## src/rtl/brick_pkg.sv

```systemverilog
// Shared definitions for the brick-wall store: state encoding, default wall
// geometry and the width of the remaining-brick counter.
package brick_pkg;

  typedef enum logic [1:0] {
    ST_EMPTY   = 2'd0,
    ST_FILL    = 2'd1,
    ST_ACTIVE  = 2'd2,
    ST_CLEARED = 2'd3
  } state_e;

  localparam int DEF_ROWS = 4;
  localparam int DEF_COLS = 8;
  localparam int BRICKS_W = $clog2(DEF_ROWS * DEF_COLS + 1);

endpackage

```

## src/rtl/brick_field.sv

```systemverilog
// Brick bitmap with hit handshake, remaining-brick counter, cleared flag and
// a registered renderer read port. The wall is refilled one row per cycle.
module brick_field
  import brick_pkg::*;
#(
  parameter int ROWS  = DEF_ROWS,
  parameter int COLS  = DEF_COLS,
  parameter int ROW_W = 2,
  parameter int COL_W = 3
) (
  input  logic                               clk,
  input  logic                               rst,
  input  logic                               load_level,
  input  logic                               hit_valid,
  input  logic [ROW_W-1:0]                   hit_row,
  input  logic [COL_W-1:0]                   hit_col,
  output logic                               hit_ready,
  output logic                               hit_done,
  output logic                               hit_broke,
  input  logic [ROW_W-1:0]                   rd_row,
  input  logic [COL_W-1:0]                   rd_col,
  output logic                               rd_brick,
  output logic [$clog2(ROWS*COLS+1)-1:0]     bricks_left,
  output logic                               all_bricks_cleared,
  output logic                               busy
);

  localparam int BL_W = $clog2(ROWS * COLS + 1);

  state_e                     state_q, state_d;
  logic [ROW_W-1:0]           row_q, row_d;
  logic [ROWS-1:0][COLS-1:0]  bits_q, bits_d;
  logic [BL_W-1:0]            left_q, left_d;
  logic                       done_q, broke_q, rd_q, cleared_q;

  logic hit_in_range;
  logic rd_in_range;
  logic hit_acc;
  logic hit_hit;
  logic last_row;
  logic ready_s;
  logic busy_s;

  // State register.
  always_ff @(posedge clk or posedge rst) begin
    if (rst) begin
      state_q <= ST_EMPTY;
    end else begin
      state_q <= state_d;
    end
  end

  // Next-state logic; a load restarts the fill from any state except FILL.
  always_comb begin
    state_d = state_q;
    case (state_q)
      ST_EMPTY: begin
        if (load_level) state_d = ST_FILL;
        else            state_d = ST_EMPTY;
      end
      ST_FILL: begin
        if (last_row) state_d = ST_ACTIVE;
        else          state_d = ST_FILL;
      end
      ST_ACTIVE: begin
        if (load_level)                                          state_d = ST_FILL;
        else if (hit_acc && hit_hit && (left_q == BL_W'(1)))     state_d = ST_CLEARED;
        else                                                     state_d = ST_ACTIVE;
      end
      ST_CLEARED: begin
        if (load_level) state_d = ST_FILL;
        else            state_d = ST_CLEARED;
      end
      default: state_d = ST_EMPTY;
    endcase
  end

  // State-decoded outputs; ready never looks at hit_valid so physics can hold a hit.
  always_comb begin
    ready_s = 1'b0;
    busy_s  = 1'b0;
    case (state_q)
      ST_FILL:   busy_s  = 1'b1;
      ST_ACTIVE: ready_s = !load_level;
      default: begin
        ready_s = 1'b0;
        busy_s  = 1'b0;
      end
    endcase
  end

  // Hit decode: range check guards the bitmap lookup for out-of-range coordinates.
  always_comb begin
    hit_in_range = (int'(hit_row) < ROWS) && (int'(hit_col) < COLS);
    rd_in_range  = (int'(rd_row) < ROWS) && (int'(rd_col) < COLS);
    hit_acc      = hit_valid && ready_s;
    hit_hit      = hit_in_range && bits_q[hit_row][hit_col];
    last_row     = (int'(row_q) == ROWS - 1);
  end

  // Bitmap, row pointer and counter next-state: row fill or single-bit clear.
  always_comb begin
    bits_d = bits_q;
    left_d = left_q;
    row_d  = row_q;
    case (state_q)
      ST_FILL: begin
        bits_d[row_q] = '1;
        row_d         = row_q + ROW_W'(1);
        if (last_row) left_d = BL_W'(ROWS * COLS);
        else          left_d = left_q;
      end
      ST_ACTIVE: begin
        if (hit_acc && hit_hit) begin
          bits_d[hit_row][hit_col] = 1'b0;
          left_d                   = left_q - BL_W'(1);
        end else begin
          left_d = left_q;
        end
      end
      default: begin
        bits_d = bits_q;
      end
    endcase
    if (load_level && (state_q != ST_FILL)) row_d = '0;
    else                                    row_d = row_d;
  end

  // Datapath registers and registered result/read/cleared outputs.
  always_ff @(posedge clk or posedge rst) begin
    if (rst) begin
      bits_q    <= '0;
      row_q     <= '0;
      left_q    <= '0;
      done_q    <= 1'b0;
      broke_q   <= 1'b0;
      rd_q      <= 1'b0;
      cleared_q <= 1'b0;
    end else begin
      bits_q    <= bits_d;
      row_q     <= row_d;
      left_q    <= left_d;
      done_q    <= hit_acc;
      broke_q   <= hit_acc && hit_hit;
      rd_q      <= rd_in_range && bits_q[rd_row][rd_col];
      cleared_q <= (state_d == ST_CLEARED);
    end
  end

  assign hit_ready          = ready_s;
  assign busy               = busy_s;
  assign hit_done           = done_q;
  assign hit_broke          = broke_q;
  assign rd_brick           = rd_q;
  assign bricks_left        = left_q;
  assign all_bricks_cleared = cleared_q;

endmodule

```

## config.mk

```make
export PLATFORM = sky130hd
export DESIGN_NAME = brick_field
export DESIGN_NICKNAME = d
export VERILOG_FILES = /design/src/rtl/brick_pkg.sv /design/src/rtl/brick_field.sv
export SDC_FILE = /design/constraint.sdc
export NUM_CORES = 1
export LEC_CHECK = 0
export ABC_CLOCK_PERIOD_IN_PS = 3100
export CAP_MARGIN = 10
export CORE_AREA = 2 2 84 62
export CTS_CLUSTER_DIAMETER = 30
export DETAILED_ROUTE_END_ITERATION = 8
export DIE_AREA = 0 0 86 64
export MAX_ROUTING_LAYER = met4
export PLACE_DENSITY = 0.81
export SKIP_LAST_GASP = 1
export SLEW_MARGIN = 0
export SYNTH_ARGS = -nofsm -noshare
export SYNTH_HDL_FRONTEND = slang
export SYNTH_SLANG_ARGS = --single-unit
```

## constraint.sdc

```tcl
create_clock -name clk -period 3.1 [get_ports clk]
set_clock_uncertainty 0.15 [all_clocks]
set_input_delay 0.62 -clock clk [delete_from_list [all_inputs] [get_ports clk]]
set_output_delay 0.62 -clock clk [all_outputs]
set_load 0.01 [all_outputs]
```

==> impl_metrics.py <==
metrics = {
    "drt": {
        "top_layer_used": "met4",
        "vias_per_cell": 6.00,
        "drt-met1-wl_um": 2860,
        "ant_nets": 0,
        "vias": 2034,
        "drc_errors": 0,
        "wirelength_um": 6340,
        "dr_wl_met2_um": 2770,
        "drtIter0Drc": 197,
        "wl_met3_um": 627,
        "post_drt_wl_per_cell_um": 18.7,
        "drt-pass1-iter-count": 5,
    },
    "timing": {
        "setup_ws_ps": 141,
        "rsz0062_at_grt": "false",
        "finalHoldViolCount": 0,
        "finalCritPeriodShare_pct": 95.4,
        "drv_slew": 0,
        "finalCriticalPeriod_ps": 2960,
        "tightestPinTransition_ps": 832,
        "slew_headroom_pct": 44.5,
        "fmax_mhz": 338,
        "setup_violations": 0,
        "tns_ps": 0,
    },
    "layout": {
        "nNetsFinal": 302,
        "fillers": 366,
        "drive_gt1_share_pct": 20.9,
        "area.growth.synth_to_final_pct": 20.8,
        "n_antenna_cell": 0,
    },
    "synth": {
        "syn-mean-instance-area_um2": 10.4,
        "synthTopCellsByCount": "nor2_1, dfrtp_1, a21oi_1",
        "synthTopCellsByArea": "dfrtp_1, mux4_2, nor2_1",
        "synth_enable_flop_cells": 0,
        "synth_top_area_share_pct": 44.7,
        "ys.flop_type": "dfrtp_1",
        "ys_warn_count": 0,
        "synth_seq_cells": 46,
        "syn_nets": 267,
        "async_flop_share_pct": 100,
        "synth.largest_area_cell": "dfrtp_1",
        "ys_types": 38,
        "synth.cell_area_um2": 2570,
        "ys_seq_area_share_pct": 44.7,
        "synth.most_common_cell": "nor2_1",
        "syn_inst": 247,
    },
    "die": {
        "io_pins": 26,
        "initial_core_util_pct": 55.4,
        "die_area_um2": 5500,
        "die_h_um": 64,
        "rows": 21,
        "die_w_um": 86,
        "core_area_um2": 4650,
    },
    "place": {
        "numPortBuffers": 25,
        "pre_cts_slack_ps": -147,
        "place_hpwl_um": 4810,
        "place_congestion": 0.967,
    },
    "critical_path": {
        "ff2ff_path_depth": 8,
        "end_kind": "flop",
        "reg2reg_to": "bits_q[31]",
        "path_max_fanout": 8,
        "crit_type": "in2reg",
        "worstPathRequired_ps": 3160,
        "rr_startpoint": "bits_q[10]",
        "start_kind": "input port",
        "r2r_setup_slack_ps": 610,
        "critical_path_arrival_ps": 3020,
    },
    "power_and_ir_drop": {
        "power.density_nw_per_um2": 556,
        "vdd_drop_max_mv": 0.660,
        "p_leak_nw": 1.18,
    },
    "clocking": {
        "cts-resized-gates": 0,
        "cts_tree": "built",
        "clk_latency_ps": 300,
        "cts_max_level": 2,
        "postCtsSetupBuffers": 0,
        "cts_buffers": 5,
        "cts_sinks": 46,
        "clock_path_buffers": 2,
        "cts-root-buf": "clkbuf_8",
        "clk_pin_slew_worst_paths_ps": 80,
        "cts_hold_buf": 0,
    },
    "min_path": {
        "hold_class": "reg2reg",
        "min_path_cells": 2,
        "hold_start": "bits_q[12]",
        "worstHoldEndpoint": "bits_q[12]",
    },
    "global_route": {
        "grt_usage_pct": 26.4,
        "antenna_found_initial": 0,
        "overflow": 0,
        "grt_pass1_vias": 2054,
        "grt_pass1_wl_um": 10600,
        "grt_max_degree": 37,
    },
    "status": {
        "outcome": "finished, final reports clean",
    },
    "flow_run": {
        "drv_cap": 0,
    },
}
area by class of cell:
class / instances / area [um^2] / share of cell area [%]
Tap cell: 57 / 71.3 / 2.29
Clock inverter: 1 / 30.0 / 0.965
Inverter: 8 / 30.0 / 0.965
Multi-Input combinational cell: 174 / 1310 / 42.0
Sequential cell: 46 / 1150 / 37.0
Clock buffer: 6 / 82.6 / 2.65
Timing Repair Buffer: 47 / 440 / 14.2
per-layer routing:
metal | vias up | GRT usage (%)
li1 | 939 | -
met1 | 994 | 38.8
met2 | 90 | 35.1
met3 | 11 | 7.88
met4 | 0 | 8.53
met5 | - | -
cell usage in the layout (no fill, tap or decap), types with 3 or more instances in the layout:
master and instances:
nor2_1 47, ha_1 6, clkdlybuf4s50_1 25, nand2b_1 5, mux2i_1 9, a31oi_2 8, o22ai_1 3, clkbuf_8 6
nand2_1 12, a31oi_1 3, nand3b_1 3, buf_4 20, or2_2 3, nor3_1 4, inv_1 7, dfrtp_1 46
nor2b_1 5, and2_1 5, mux4_2 14, a21oi_1 27
cell families after synthesis:
logic type,share of synthesized area [%]
AOI/OAI and AO/OA,14.4
adders and majority gates,2.92
buffers and inverters,4.81
DFF,44.7
muxes,16.6
and+or+nand+nor,16.6
registers in the layout (all words and copies together) (netlist names):
signal,cells
hit_broke,1
rd_brick,1
bits_q,32
state_q,2
row_q,2
hit_done,1
bricks_left,6
all_bricks_cleared,1
worst max path at each step:
stage / startpoint / end / slack [ps]
5_1_grt: hit_col[0] / bits_q[9] / 60
3_3_place_gp: hit_col[0] / bits_q[7] / -90
2_1_floorplan: hit_col[0] / bricks_left[5] / 430
3_5_place_dp: hit_col[0] / bits_q[31] / -150
6_report: hit_col[0] / bits_q[31] / 140
4_1_cts: hit_col[0] / bits_q[31] / 150
metrics by stage:
stage	instances	utilization (%)	total power, mW	hold slack, ps	area, um^2
after floorplan	247	-	1.07	352	2570
after global placement	332	64.5	1.26	372	3000
after detailed placement	332	64.5	1.29	392	3000
after CTS	339	66.9	1.73	409	3110
after global routing	339	66.9	1.84	437	3110
final	339	66.9	1.73	406	3110
power by group:
group          switching [mW]  internal, mW  leakage (nW)
combinational           0.323         0.235         0.672
sequential             0.0630         0.657         0.456
clock                   0.194         0.258        0.0573
worst max-delay path, cell delays in order:
cell             delay (ps)
clkdlybuf4s50_1         520
mux4_2                  530
a21o_1                  190
a222oi_1                360
a31oi_2                 190
buf_4                   180
nor2b_1                 120
buf_4                   160
a21oi_1                 160
Power figures use the tool's default switching activity.
